`config.mk`:
```
export PLATFORM = sky130hd
export DESIGN_NAME = crt_sync_ctrl
export DESIGN_NICKNAME = d
export VERILOG_FILES = /design/src/rtl/crt_sync_ctrl.sv
export SDC_FILE = /design/constraint.sdc
export NUM_CORES = 1
export LEC_CHECK = 0
export BUFFER_PORTS_ARGS = -buffer_cell sky130_fd_sc_hd__buf_2
export CORE_UTILIZATION = 30
export DETAILED_ROUTE_END_ITERATION = 8
export GPL_ROUTABILITY_DRIVEN = 0
export HOLD_SLACK_MARGIN = 0.1
export PLACE_DENSITY = 0.51
export SLEW_MARGIN = 20
export SYNTH_ARGS = -nofsm -noshare
export SYNTH_HDL_FRONTEND = slang
export SYNTH_SLANG_ARGS = --single-unit
export TNS_END_PERCENT = 20
```
`constraint.sdc`:
```
create_clock -name CLK -period 4.6 [get_ports CLK]
set_clock_uncertainty 0.05 [all_clocks]
set_input_delay 0.46 -clock CLK [delete_from_list [all_inputs] [get_ports CLK]]
set_output_delay 0.46 -clock CLK [all_outputs]
set_load 0.005 [all_outputs]
```
`src/rtl/crt_sync_ctrl.sv`:
```
// CRT sync timing tracker: measures line and frame lengths and locks onto stable video timing.
// Define CRT_SYNC_CTRL_TIMEOUT_EN to drop lock when VSYNC stays absent for 511 lines.
module crt_sync_ctrl #(
  parameter int LOCK_FRAMES = 4,
  parameter int FRAME_TOL   = 2
) (
  input  logic        CLK,
  input  logic        RESET_N,
  input  logic        CE_4,
  input  logic        HSYNC_I,
  input  logic        VSYNC_I,
  output logic        RESYNC,
  output logic        LOCKED,
  output logic [10:0] LINE_LEN,
  output logic [8:0]  FRAME_LINES,
  output logic        MODE_50,
  output logic [1:0]  STATE
);
  localparam int MW = $clog2(LOCK_FRAMES + 1);

  typedef enum logic [1:0] {
    ST_SEARCH  = 2'd0,
    ST_MEASURE = 2'd1,
    ST_LOCKED  = 2'd2,
    ST_LOST    = 2'd3
  } state_t;

  state_t        state_reg, state_next;
  logic          hs_q_reg, vs_q_reg;
  logic [10:0]   hcnt_reg;
  logic [8:0]    vcnt_reg;
  logic [1:0]    hs_after_reg;
  logic [10:0]   frame_line_reg;
  logic [MW-1:0] match_reg, match_next;
  logic          miss_reg, miss_next;
  logic [8:0]    prev_reg, prev_next;
  logic [10:0]   line_len_reg, line_len_next;
  logic [8:0]    frame_lines_reg, frame_lines_next;
  logic          mode_50_reg, mode_50_next;
  logic          resync_reg, resync_next;
  logic          locked_reg, locked_next;

  logic          hs_edge, vs_edge, timeout;
  logic [10:0]   line_new;
  logic [8:0]    frame_new;

  assign hs_edge   = HSYNC_I & ~hs_q_reg;
  assign vs_edge   = VSYNC_I & ~vs_q_reg;
  assign line_new  = (hcnt_reg == 11'h7FF) ? 11'h7FF : hcnt_reg + 11'd1;
  // An HSYNC edge on the VSYNC tick still belongs to the frame being closed.
  assign frame_new = (hs_edge && vcnt_reg != 9'h1FF) ? vcnt_reg + 9'd1 : vcnt_reg;

`ifdef CRT_SYNC_CTRL_TIMEOUT_EN
  assign timeout = (vcnt_reg == 9'h1FF) && !vs_edge && (state_reg != ST_SEARCH);
`else
  assign timeout = 1'b0;
`endif

  function automatic logic within_tol(input logic [8:0] a, input logic [8:0] b);
    logic signed [9:0] d;
    logic [9:0]        mag;
    d   = signed'({1'b0, a}) - signed'({1'b0, b});
    mag = d[9] ? -d : d;
    return mag <= 10'(FRAME_TOL);
  endfunction

  always_ff @(posedge CLK or negedge RESET_N) begin
    if (!RESET_N) begin
      hs_q_reg       <= 1'b0;
      vs_q_reg       <= 1'b0;
      hcnt_reg       <= '0;
      vcnt_reg       <= '0;
      hs_after_reg   <= '0;
      frame_line_reg <= '0;
    end else if (CE_4) begin
      hs_q_reg <= HSYNC_I;
      vs_q_reg <= VSYNC_I;
      if (hs_edge)
        hcnt_reg <= '0;
      else if (hcnt_reg != 11'h7FF)
        hcnt_reg <= hcnt_reg + 11'd1;
      if (vs_edge || timeout)
        vcnt_reg <= '0;
      else if (hs_edge && vcnt_reg != 9'h1FF)
        vcnt_reg <= vcnt_reg + 9'd1;
      // The first line after VSYNC is partial; the second is a clean length sample.
      if (vs_edge)
        hs_after_reg <= '0;
      else if (hs_edge && hs_after_reg != 2'd2) begin
        hs_after_reg <= hs_after_reg + 2'd1;
        if (hs_after_reg == 2'd1)
          frame_line_reg <= line_new;
      end
    end
  end

  always_ff @(posedge CLK or negedge RESET_N) begin
    if (!RESET_N) begin
      state_reg       <= ST_SEARCH;
      match_reg       <= '0;
      miss_reg        <= 1'b0;
      prev_reg        <= '0;
      line_len_reg    <= '0;
      frame_lines_reg <= '0;
      mode_50_reg     <= 1'b0;
      resync_reg      <= 1'b0;
      locked_reg      <= 1'b0;
    end else begin
      state_reg       <= state_next;
      match_reg       <= match_next;
      miss_reg        <= miss_next;
      prev_reg        <= prev_next;
      line_len_reg    <= line_len_next;
      frame_lines_reg <= frame_lines_next;
      mode_50_reg     <= mode_50_next;
      resync_reg      <= resync_next;
      locked_reg      <= locked_next;
    end
  end

  always_comb begin
    state_next       = state_reg;
    match_next       = match_reg;
    miss_next        = miss_reg;
    prev_next        = prev_reg;
    line_len_next    = line_len_reg;
    frame_lines_next = frame_lines_reg;
    mode_50_next     = mode_50_reg;
    if (CE_4 && vs_edge) begin
      case (state_reg)
        ST_SEARCH: begin
          state_next = ST_MEASURE;
          match_next = '0;
          prev_next  = frame_new;
        end
        ST_MEASURE: begin
          prev_next = frame_new;
          if (within_tol(frame_new, prev_reg)) begin
            match_next = match_reg + MW'(1);
            if (int'(match_reg) + 1 >= LOCK_FRAMES - 1) begin
              state_next       = ST_LOCKED;
              frame_lines_next = frame_new;
              line_len_next    = frame_line_reg;
              mode_50_next     = (frame_new >= 9'd288);
            end
          end else begin
            match_next = '0;
          end
        end
        ST_LOCKED: begin
          if (within_tol(frame_new, frame_lines_reg)) begin
            line_len_next = frame_line_reg;
          end else begin
            state_next = ST_LOST;
            miss_next  = 1'b1;
          end
        end
        default: begin
          state_next = within_tol(frame_new, frame_lines_reg) ? ST_LOCKED : ST_SEARCH;
          miss_next  = 1'b0;
        end
      endcase
    end else if (CE_4 && timeout) begin
      case (state_reg)
        ST_LOCKED: begin
          state_next = ST_LOST;
          miss_next  = 1'b1;
        end
        ST_LOST: begin
          state_next = ST_SEARCH;
          miss_next  = 1'b0;
        end
        ST_MEASURE: begin
          state_next = ST_SEARCH;
          match_next = '0;
        end
        default: ;
      endcase
    end
    resync_next = (state_next == ST_LOCKED) || (state_next == ST_LOST);
    locked_next = (state_next == ST_LOCKED);
  end

  assign RESYNC      = resync_reg;
  assign LOCKED      = locked_reg;
  assign LINE_LEN    = line_len_reg;
  assign FRAME_LINES = frame_lines_reg;
  assign MODE_50     = mode_50_reg;
  assign STATE       = state_reg;

endmodule

```
# Word-level counts from Yosys, hierarchy flattened

Index checks and enable logic that the tools add are counted.

Register bits: 72
Output and inout port bits: 25

$add $sub $neg: 9
Order comparisons: 4
Eq/ne operators: 12
Multiplexer cells: 21
Bitwise logic cells: 5
Reductions and logical operators: 17

Operators with widths:

| operator                | number |
|---|---|
| $mux W11                | 6 |
| $pmux W11 S2            | 1 |
| $le A10 B2 Y1 const B   | 2 |
| $mux W10                | 2 |
| $neg A10 Y10            | 2 |
| $sub A9 B9 Y10          | 2 |
| $mux W9                 | 2 |
| $mux W2                 | 7 |
| $add A11 B1 Y11 const B | 1 |
| $eq A11 B11 Y1 const B  | 1 |
| $ne A11 B11 Y1 const B  | 1 |
| $add A9 B1 Y9 const B   | 1 |
| $ge A9 B9 Y1 const B    | 1 |
| $ne A9 B9 Y1 const B    | 1 |
| $ne A2 B2 Y1 const B    | 4 |
| $reduce_and A2 Y1       | 4 |
| $reduce_and A4 Y1       | 2 |
| $reduce_bool A2 Y1      | 4 |
| $eq A2 B2 Y1 const B    | 3 |
| $pmux W2 S3             | 1 |
| $pmux W3 S2             | 1 |
| $reduce_and A5 Y1       | 1 |
| $add A3 B1 Y4 const B   | 1 |
| $eq A2 B1 Y1 const B    | 2 |
| other kinds (10)        | 15 |

# Depth between registers and ports, before layout

Gate-level depths: netlist (run 1).

Word-level depth: 13
Gate-level depth with buffers: 21
Mapped depth without buffers: 20

# Least setup slack after synthesis (run 1)

Ideal clock, no wire load.

Kind: reg2reg
Start point: register vcnt_reg[0]
End point: register line_len_reg[10] (netlist: LINE_LEN[10])
Data arrival time: 4810 ps
Required time: 4425 ps
Path slack: -385 ps
Stages on the path, launching flop included: 22
Buffers on the path: 2
Clock period less this slack: 4985 ps
Path through: dfrtp_1 > ha_1 > nand4_1 > nor2_1 > ha_1 > nor2_1 > and4_1 > and3_1 > xnor2_1 > inv_1 > ha_1 > buf_2 > xor2_1 > a2111oi_2 > a31oi_1 > a211o_1 > or3b_1 > a211oi_1 > o2111ai_2 > o2bb2a_4 > buf_6 > mux2_4

Cells in the longest elaborated chain, start to end: 9

RTL lines:

| what                                                                  | line | source |
|---|---|---|
| start, declared                                                       | 31   | `logic [8:0] vcnt_reg;` |
| start signal, assigned                                                | 85   | `vcnt_reg <= vcnt_reg + 9'd1;` |
| parallel branches: the longest is 2 deep, another holds $add A9 B1 Y9 | n/a  |  |
| $mux W9 (*)                                                           | 51   | `assign frame_new = (hs_edge && vcnt_reg != 9'h1FF) ? vcnt_reg + 9'd1 : vcnt_reg;` |
| named net frame_new[5]                                                | 45   | `logic [8:0] frame_new;` |
| $sub A9 B9 Y10                                                        | 62   | `d = signed'({1'b0, a}) - signed'({1'b0, b});` |
| $neg A10 Y10                                                          | 63   | `mag = d[9] ? -d : d;` |
| $mux W10                                                              | 63   |  |
| $le A10 B2 Y1                                                         | 64   | `return mag <= 10'(FRAME_TOL);` |
| $ne A2 B2 Y1 (no source line)                                         | n/a  |  |
| $reduce_and A5 Y1 (no source line) (*)                                | n/a  |  |
| end signal, assigned                                                  | 113  | `line_len_reg <= line_len_next;` |
| end, declared                                                         | 37   | `logic [10:0] line_len_reg, line_len_next;` |

Mark *: on every way through the listed nets, which the timed path passes.
A chain may end at the register's enable or synchronous reset.

# Worst setup path after layout (run 1)

Start point: register vcnt_reg[1]
End point: register line_len_reg[0] (netlist: LINE_LEN[0])

The elaborated chain is that of the path after synthesis.

==> impl_metrics.yaml, run 1 <==
critical_path:
  crit_path_start: "vcnt_reg[1]"
  critPathKind: "flip-flop to flip-flop"
  start_kind: "flip-flop"
  r2r-end: "LINE_LEN[0]"
  required_ps: 4760
  critPathMaxFanout: 7
  r2r_start: "vcnt_reg[1]"
  cp-end-kind: "flip-flop"
  worstPathArrival_ps: 4730
  reg2reg_setup_slack_ps: 30
  r2r_cells: 21
min_path:
  hold_class: "input pin to async pin"
timing:
  tns_ps: 0
  worst_slack_ps: 29.0
  maxSlewHeadroom: 0.394
  hold_violations: 0
  rsz0062_at_grt: "true"
  tightest_slew_ps: 909
  max_freq_ghz: 0.219
  period_needed_ps: 4570
  drv_slew: 0
  finalSetupViolCount: 0
  fin_crit_sh: 0.994
final_layout:
  final_common_cell: "buf_4"
  fin_util: 0.427
  drive_gt1_frac: 0.358
  fillers: 1467
  area_delta_synth_final_pct: 37.1
  finalNetCount: 661
  mostFrequentLayoutCells: "buf_4, dfrtp_1, nand2_1"
  n_antenna_cell: 0
grt:
  grt_pass1_vias: 4053
  grt_start_max_net_pins: 73
  overflow: 0
  grt_pass1_wl_microns: 20500
  grt_antenna_before_repair: 0
  grt_usage: 0.157
routing:
  drt-met1-wl_microns: 5970
  drc: 0
  wl_met3_microns: 263
  ant_nets: 0
  met2_length_microns: 6240
  via_per_inst: 4.96
  routed-via-count: 4194
  drt_pass1_iterations: 4
  wl_per_cell_microns: 14.9
  drt-total-wl_microns: 12600
  highest_layer: "met4"
  drtIter0Drc: 229
yosys:
  syn_avg_cell_area_sq_um: 9.17
  synthesis.nets: 554
  syn_area_sq_um: 4790
  synth-edff-count: 0
  ys_seq_area_frac: 0.376
  async_flop_share: 1.00
  ys_warn_count: 0
  ys_ff_latch: 72
  netlist-cell-type-count: 61
  ys.flop_type: "dfrtp_1"
  netlist_instances: 522
cts:
  clock_latency_ps: 330
  clkTransAtPathRegs_ps: 60
  cts_tree: "done"
  numCtsBuffers: 9
  clock_sinks: 72
  clk_path_buf_depth: 2
  h-tree-depth: 3
  ctsHoldBuffers: 0
  cts-root-buf: "clkbuf_16"
pwr:
  irDropWorstVdd_mv: 0.174
  power_leakage_nw: 2.99
  powerDensity_nw_per_um2: 379
floorplanning:
  die_w_microns: 128
  rows: 45
  dieArea_sq_um: 16500
  initial_core_util: 0.312
  io_pins: 30
  core_sq_um: 15400
  dieHeight_microns: 128
place:
  place_ws_ps: -125
  dpl.hpwl_microns: 9200
  io_buffers: 29
run_status:
  outcome: "complete, no violations"
job:
  maxCapViolCount: 0
-- final cells by class --
| cell class | count | area, sq um | area share |
|---|---|---|---|
| Clock inverter | 7 | 48.8 | 0.00743 |
| Timing Repair Buffer | 116 | 846 | 0.129 |
| Tap cell | 211 | 264 | 0.0402 |
| Multi-Input combinational cell | 395 | 3250 | 0.495 |
| Sequential cell | 72 | 1800 | 0.274 |
| Clock buffer | 9 | 225 | 0.0343 |
| Inverter | 35 | 131 | 0.0200 |
-- Yosys cell counts, drive strengths merged, types with 6 or more instances --
| master | count | area [sq um] |
|---|---|---|
| clkbuf | 13 | 48.8 |
| xnor2 | 20 | 183 |
| inv | 35 | 131 |
| a2111oi | 6 | 109 |
| a31oi | 14 | 87.6 |
| xor2 | 10 | 87.6 |
| nand4 | 6 | 37.5 |
| nor3 | 16 | 80.1 |
| nand3 | 19 | 95.1 |
| a21oi | 29 | 153 |
| o21ai | 50 | 250 |
| mux2 | 17 | 229 |
| nor2 | 36 | 135 |
| ha | 25 | 313 |
| nand2b | 9 | 56.3 |
| and3 | 12 | 75.1 |
| buf | 8 | 58.8 |
| a21o | 10 | 75.1 |
| nand2 | 45 | 169 |
| dfrtp | 72 | 1800 |
-- report_power, final --
part	leakage [nW]	internal, mW	switching (mW)
clock	0.135	0.364	0.269
combinational	1.93	0.527	0.556
sequential	0.926	0.713	0.0571
total	2.99	1.60	0.883
-- worst max-delay path, stage by stage (launching register included) --
cell       delay [ps]
dfrtp_1           380
ha_2              190
nand4_1            80
nor2_1             60
ha_2              190
nor2_4            190
and4_1            240
and3_4            240
xnor2_4           140
inv_2              70
buf_6             130
ha_4              160
a211o_1           230
a41o_1            280
a221oi_2          330
xor2_2            130
a311oi_2          240
a21oi_2            70
a2111oi_2         350
buf_4             210
o2bb2a_4          210
mux2_4            310
-- kinds of logic (layout without fill, tap and decap cells) --
kind of cell,after synthesis,in the layout,share of synthesized area
adder cells (fa/ha/maj),27,27,0.0737
buffers and inverters,56,167,0.0499
flip-flops,72,72,0.376
XOR/XNOR,30,30,0.0564
multiplexers,19,19,0.0520
AO/OA/AOI/OAI,153,154,0.221
AND/OR/NAND/NOR,165,165,0.171
-- through the flow --
stage / hold slack (ps) / instance area (sq um) / std cells / total power [mW]
2_1_floorplan: 114 / 4840 / 522 / 1.40
3_3_place_gp: 419 / 5600 / 803 / 1.66
3_5_place_dp: 421 / 5600 / 803 / 1.68
4_1_cts: 258 / 6280 / 833 / 2.45
5_1_grt: 297 / 6570 / 845 / 2.64
6_report: 211 / 6570 / 845 / 2.49
-- timing repair --
action / CTS / global route
gates resized for setup: 50 / 43
buffers inserted: 13 / 13
setup endpoints to repair: 23 / 28
gates cloned: 1 / 0
pin swaps: 28 / 37
-- worst max path at each step --
stage                              end
after floorplan           LINE_LEN[10]
after global placement     LINE_LEN[0]
after detailed placement   LINE_LEN[0]
after CTS                  LINE_LEN[0]
after global routing       LINE_LEN[2]
final                      LINE_LEN[0]
-- layer usage --
layer  up-vias  global-route usage
met1      2034               0.212
met2        50               0.266
met4         0              0.0374
li1       2104                   -
met3         6              0.0208
met5         -                   0
(Power assumes the default switching activity.)
==> inputs of run 2 (changes only) <==
--- a/config.mk
+++ b/config.mk
@@ -5,7 +5,7 @@
 export SDC_FILE = /design/constraint.sdc
 export NUM_CORES = 1
 export LEC_CHECK = 0
-export BUFFER_PORTS_ARGS = -buffer_cell sky130_fd_sc_hd__buf_2
+export BUFFER_PORTS_ARGS = -buffer_cell sky130_fd_sc_hd__clkbuf_2
 export CORE_UTILIZATION = 30
 export DETAILED_ROUTE_END_ITERATION = 8
 export GPL_ROUTABILITY_DRIVEN = 0
==> constraint.sdc (replaced) <==
create_clock -name CLK -period 4.6 [get_ports CLK]
set_clock_uncertainty 0.05 [all_clocks]
set_input_delay 0.92 -clock CLK [delete_from_list [all_inputs] [get_ports CLK]]
set_output_delay 0.92 -clock CLK [all_outputs]
set_load 0.005 [all_outputs]
==> run 2 against run 1 <==
Effect of this change: the run now ends with setup timing left; clock power increased by 7.9%; sequential share of layout area about the same; non-clock buffer count increased by 19; highest routed layer unchanged; global-route usage increased by 0.40 points; final cell count increased by 2.2%; core utilization decreased by 0.065 points; routed wire length increased by 2.1%; critical endpoint is now MODE_50; maximum frequency decreased by 1.4%; critical path depth decreased by 2; worst hold slack improved by 220 ps; first-iteration DRC count decreased by 11%.
==> impl_metrics.yaml, run 2 (synthesis results as in run 1) <==
timing:
  rsz0062_at_grt: "true"
  max_freq_ghz: 0.216
  drv_slew: 0
  fin_hold_ws_ps: 427
  fin_crit_sh: 1.01
  tightest_slew_ps: 915
  period_needed_ps: 4640
  worst_slack_ps: -36.8
  maxSlewHeadroom: 0.390
  hold_violations: 0
  finalSetupViolCount: 14
critical_path:
  required_ps: 4760
  r2r-end: "MODE_50"
  critPathKind: "flip-flop to flip-flop"
  r2r_cells: 19
  cp-end-kind: "flip-flop"
  reg2reg_setup_slack_ps: -40
  critPathMaxFanout: 7
  worstPathArrival_ps: 4800
  start_kind: "flip-flop"
  r2r_start: "vcnt_reg[1]"
final_layout:
  mostFrequentLayoutCells: "buf_4, dfrtp_1, o21ai_0"
  finalNetCount: 680
  drive_gt1_frac: 0.349
  n_antenna_cell: 0
  final_common_cell: "buf_4"
  area_delta_synth_final_pct: 36.9
  fin_util: 0.427
  fillers: 1488
floorplanning:
  dieArea_sq_um: 16500
  initial_core_util: 0.312
  core_sq_um: 15400
  die_w_microns: 128
  io_pins: 30
  dieHeight_microns: 128
  rows: 45
min_path:
  min-delay-start: "prev_reg[7]"
  min_path_cells: 2
  hold_class: "flip-flop to flip-flop"
  worst_hold_path.endpoint: "prev_reg[7]"
run_status:
  outcome: "finished with violations"
  failed_checks: "setup timing"
grt:
  grt_pass1_wl_microns: 21000
  grt_usage: 0.161
  grt_antenna_before_repair: 0
  grt_start_max_net_pins: 73
  overflow: 0
  grt_pass1_vias: 4262
routing:
  drtIter0Drc: 204
  ant_nets: 0
  drc: 0
  drt-total-wl_microns: 12800
  via_per_inst: 4.93
  drt_pass1_iterations: 4
  wl_per_cell_microns: 14.8
  routed-via-count: 4263
pwr:
  powerDensity_nw_per_um2: 385
  power_leakage_nw: 3.06
  irDropWorstVdd_mv: 0.208
cts:
  clock_sinks: 72
  cts_tree: "done"
  cts-root-buf: "clkbuf_16"
  numCtsBuffers: 9
  clock_latency_ps: 330
  clk_path_buf_depth: 2
  ctsHoldBuffers: 0
  clkTransAtPathRegs_ps: 60
  h-tree-depth: 3
job:
  maxCapViolCount: 0
place:
  dpl.hpwl_microns: 9380
  io_buffers: 29
-- run 2: changes by cell type in the layout (fill, tap and decap cells not counted), moves of 4 or more --
cell	before	now
buf_2	28	0
buf_4	76	103
buf_6	12	4
clkbuf_2	0	28
ha_1	11	15
o21ai_0	41	46
o21ai_1	8	3
-- run 2: layer usage --
| layer | GRT usage | wire, microns |
|---|---|---|
| met5 | 0 | 0 |
| met4 | 0.0588 | 272 |
| met3 | 0.0220 | 258 |
| met2 | 0.272 | 6170 |
| met1 | 0.210 | 6130 |
-- run 2: repair_timing --
item / CTS / global route
pin swaps: 14 / 27
setup buffers: 7 / 10
cloned: 1 / 0
gates resized for setup: 34 / 24
endpoints found under the setup margin: 28 / 28
-- run 2: per-stage QoR --
stage	std cells	instance area [sq um]	TNS (ps)	worst slack (ps)	total power, mW
2_1_floorplan	522	4840	-340	-34.0	1.40
4_1_cts	854	6360	-377	-43.9	2.47
3_3_place_gp	830	5800	-6560	-321	1.73
3_5_place_dp	830	5800	-8630	-375	1.74
5_1_grt	864	6560	-4680	-208	2.69
6_report	864	6560	-237	-36.8	2.52
-- run 2: worst max path at each step --
stage	slack, ps	to	start	depth (start not counted)
2_1_floorplan	-30	LINE_LEN[10]	HSYNC_I	18
3_3_place_gp	-320	LINE_LEN[0]	HSYNC_I	17
3_5_place_dp	-370	LINE_LEN[0]	HSYNC_I	17
4_1_cts	-40	MODE_50	vcnt_reg[0]	19
5_1_grt	-210	MODE_50	vcnt_reg[1]	19
6_report	-40	MODE_50	vcnt_reg[1]	19
-- run 2: critical path, cell delays in order, from the launching register on --
cell	delay, ps
dfrtp_1	420
ha_4	180
nand4_1	100
nor2_1	70
ha_2	200
nor2_4	190
buf_6	130
nand4_1	140
xnor2_2	240
buf_4	160
ha_4	220
buf_6	130
a2111oi_4	340
a31oi_1	100
a211o_1	350
or3b_4	420
a211oi_4	260
o2111ai_4	210
or2_4	320
mux2_4	300
-- run 2: area by class of cell --
type	count	area, sq um	area share
Timing Repair Buffer	135	958	0.146
Tap cell	211	264	0.0403
Inverter	35	131	0.0200
Clock buffer	13	270	0.0412
Sequential cell	72	1800	0.275
Clock inverter	3	23.8	0.00363
Multi-Input combinational cell	395	3110	0.474
-- run 2: power breakdown --
part	leakage (nW)	internal, mW	switching (mW)
combinational	2.00	0.523	0.544
clock	0.138	0.412	0.273
sequential	0.926	0.714	0.0589
==> inputs of run 3 (changes only) <==
--- a/config.mk
+++ b/config.mk
@@ -10,7 +10,7 @@
 export DETAILED_ROUTE_END_ITERATION = 8
 export GPL_ROUTABILITY_DRIVEN = 0
 export HOLD_SLACK_MARGIN = 0.1
-export PLACE_DENSITY = 0.51
+export PLACE_DENSITY = 0.49
 export SLEW_MARGIN = 20
 export SYNTH_ARGS = -nofsm -noshare
 export SYNTH_HDL_FRONTEND = slang
==> constraint.sdc (replaced) <==
create_clock -name CLK -period 4.5 [get_ports CLK]
set_clock_uncertainty 0.05 [all_clocks]
set_input_delay 0.9 -clock CLK [delete_from_list [all_inputs] [get_ports CLK]]
set_output_delay 0.9 -clock CLK [all_outputs]
set_load 0.005 [all_outputs]
==> run 3 against run 2 <==
Effect of this change: the flow still finishes with violations (setup timing); critical endpoint is now LINE_LEN[10]; critical path depth increased by 1; count of clock-buffer cells in the layout decreased by 3; combinational power increased by 5%; largest cell class unchanged; core utilization increased by 2.0 points.
==> impl_metrics.yaml, run 3 (synthesis results as in run 1) <==
floorplanning:
  initial_core_util: 0.312
  dieHeight_microns: 128
  dieArea_sq_um: 16500
  core_sq_um: 15400
  die_w_microns: 128
  io_pins: 30
  rows: 45
place:
  dpl.hpwl_microns: 9700
  dpl-instance-area_sq_um: 5860
  io_buffers: 29
routing:
  via_per_inst: 4.94
  routed-via-count: 4413
  ant_nets: 0
  drt_pass1_iterations: 5
  wl_per_cell_microns: 15.0
  drc: 0
  drt-total-wl_microns: 13400
  drtIter0Drc: 197
min_path:
  min-delay-start: "prev_reg[6]"
  min_path_cells: 2
  hold_class: "flip-flop to flip-flop"
  worst_hold_path.endpoint: "prev_reg[6]"
final_layout:
  fin_area_sq_um: 6870
  area_delta_synth_final_pct: 43.4
  final_common_cell: "buf_4"
  finalNetCount: 710
  multiInputGateArea_sq_um: 3130
  mostFrequentLayoutCells: "buf_4, dfrtp_1, o21ai_0"
  drive_gt1_frac: 0.378
  seq_area_sq_um: 1800
  fin_util: 0.447
  fillers: 1452
  n_antenna_cell: 0
critical_path:
  reg2reg_setup_slack_ps: -120
  required_ps: 4660
  r2r_cells: 20
  worstPathArrival_ps: 4780
  r2r_start: "vcnt_reg[1]"
  cp-end-kind: "flip-flop"
  start_kind: "flip-flop"
  critPathKind: "flip-flop to flip-flop"
  critPathMaxFanout: 6
  r2r-end: "LINE_LEN[10]"
grt:
  grt_start_max_net_pins: 73
  grt_antenna_before_repair: 0
  overflow: 0
  grt_usage: 0.171
  grt_pass1_vias: 4452
  grt_pass1_wl_microns: 22200
timing:
  maxSlewHeadroom: 0.381
  fin_crit_sh: 1.03
  finalSetupViolCount: 22
  hold_violations: 0
  rsz0062_at_grt: "true"
  period_needed_ps: 4620
  worst_slack_ps: -117
  drv_slew: 0
  max_freq_ghz: 0.217
  tns_ps: -1700
  tightest_slew_ps: 929
cts:
  cts-root-buf: "clkbuf_16"
  clk_path_buf_depth: 2
  ctsHoldBuffers: 0
  cts_tree: "done"
  clock_latency_ps: 340
  clkTransAtPathRegs_ps: 60
  clock_sinks: 72
  h-tree-depth: 3
  numCtsBuffers: 9
pwr:
  pwr-share-clk: 0.286
  seq_power_share: 0.296
  p_switching_uw: 903
  irDropWorstVdd_mv: 0.205
  powerDensity_nw_per_um2: 389
  combPwrFrac: 0.419
  switching_share: 0.338
  power.internal_mw: 1.77
  power_leakage_nw: 3.22
job:
  maxCapViolCount: 0
run_status:
  failed_checks: "setup timing"
  outcome: "finished with violations"
## run 3: cell count changes in the layout (fill, tap and decap cells not counted), sizes merged
| cell | previous run | this run |
|---|---|---|
| clkbuf | 41 | 38 |
| buf | 107 | 137 |
| bufinv | 0 | 2 |
| clkinvlp | 2 | 0 |
| inv | 36 | 35 |
| clkinv | 0 | 3 |
## run 3: routing by layer
metal	vias to the layer above	track usage	part of all wire
met5	-	0	0
met4	0	0.0512	0.010
met3	12	0.0233	0.026
met2	59	0.292	0.49
met1	2147	0.226	0.47
li1	2195	-	-
## run 3: power groups by stage
stage | logic [mW] | clock network, mW | registers (mW)
global route | 1.22 | 0.806 | 0.802
CTS | 1.07 | 0.777 | 0.789
detailed placement | 0.999 | 0 | 0.800
global placement | 0.980 | 0 | 0.796
floorplan | 0.650 | 0 | 0.782
finish | 1.12 | 0.763 | 0.790
## run 3: worst max-delay path: stages (launching register included)
cell       delay (ps)
dfrtp_1           430
ha_4              190
nand4_1            80
nor2_1             50
ha_2              190
nor2_4            190
xnor2_2           170
ha_2              230
inv_1              60
fa_2              410
a21o_4            240
buf_6             110
nand4_1           120
buf_4             130
a32oi_1            80
a211o_1           250
or3b_1            390
a211oi_2          260
o2111ai_4         230
o2bb2a_4          310
mux2_4            300
## run 3: area by class of cell
| type | count | area share |
|---|---|---|
| tap | 211 | 0.0384 |
| sequential | 72 | 0.262 |
| clock inverter | 5 | 0.0120 |
| multi-input combinational | 395 | 0.456 |
| timing repair buffer | 165 | 0.178 |
| inverter | 35 | 0.0191 |
| clock buffer | 10 | 0.0333 |
## run 3: how the worst max path moves through the flow
| stage | startpoint | endpoint | slack [ps] |
|---|---|---|---|
| after floorplan | HSYNC_I | LINE_LEN[10] | -110 |
| after global placement | HSYNC_I | LINE_LEN[0] | -400 |
| after detailed placement | HSYNC_I | LINE_LEN[0] | -430 |
| after CTS | vcnt_reg[0] | LINE_LEN[10] | -110 |
| after global routing | vcnt_reg[1] | LINE_LEN[10] | -300 |
| final | vcnt_reg[1] | LINE_LEN[10] | -120 |
## run 3: metrics by stage
stage	setup slack (ps)	total power, mW	std cells	hold WS, ps
after global placement	-404	1.78	838	420
after global routing	-301	2.83	893	476
after floorplan	-114	1.43	522	400
final	-117	2.67	893	436
after detailed placement	-425	1.80	838	427
after CTS	-107	2.64	885	441
## run 3: what timing repair did
action / in CTS / in global routing
resized for setup: 42 / 30
buffers inserted: 31 / 10
gates cloned: 1 / 0
endpoints found under the setup margin: 28 / 29
pin swaps: 30 / 27
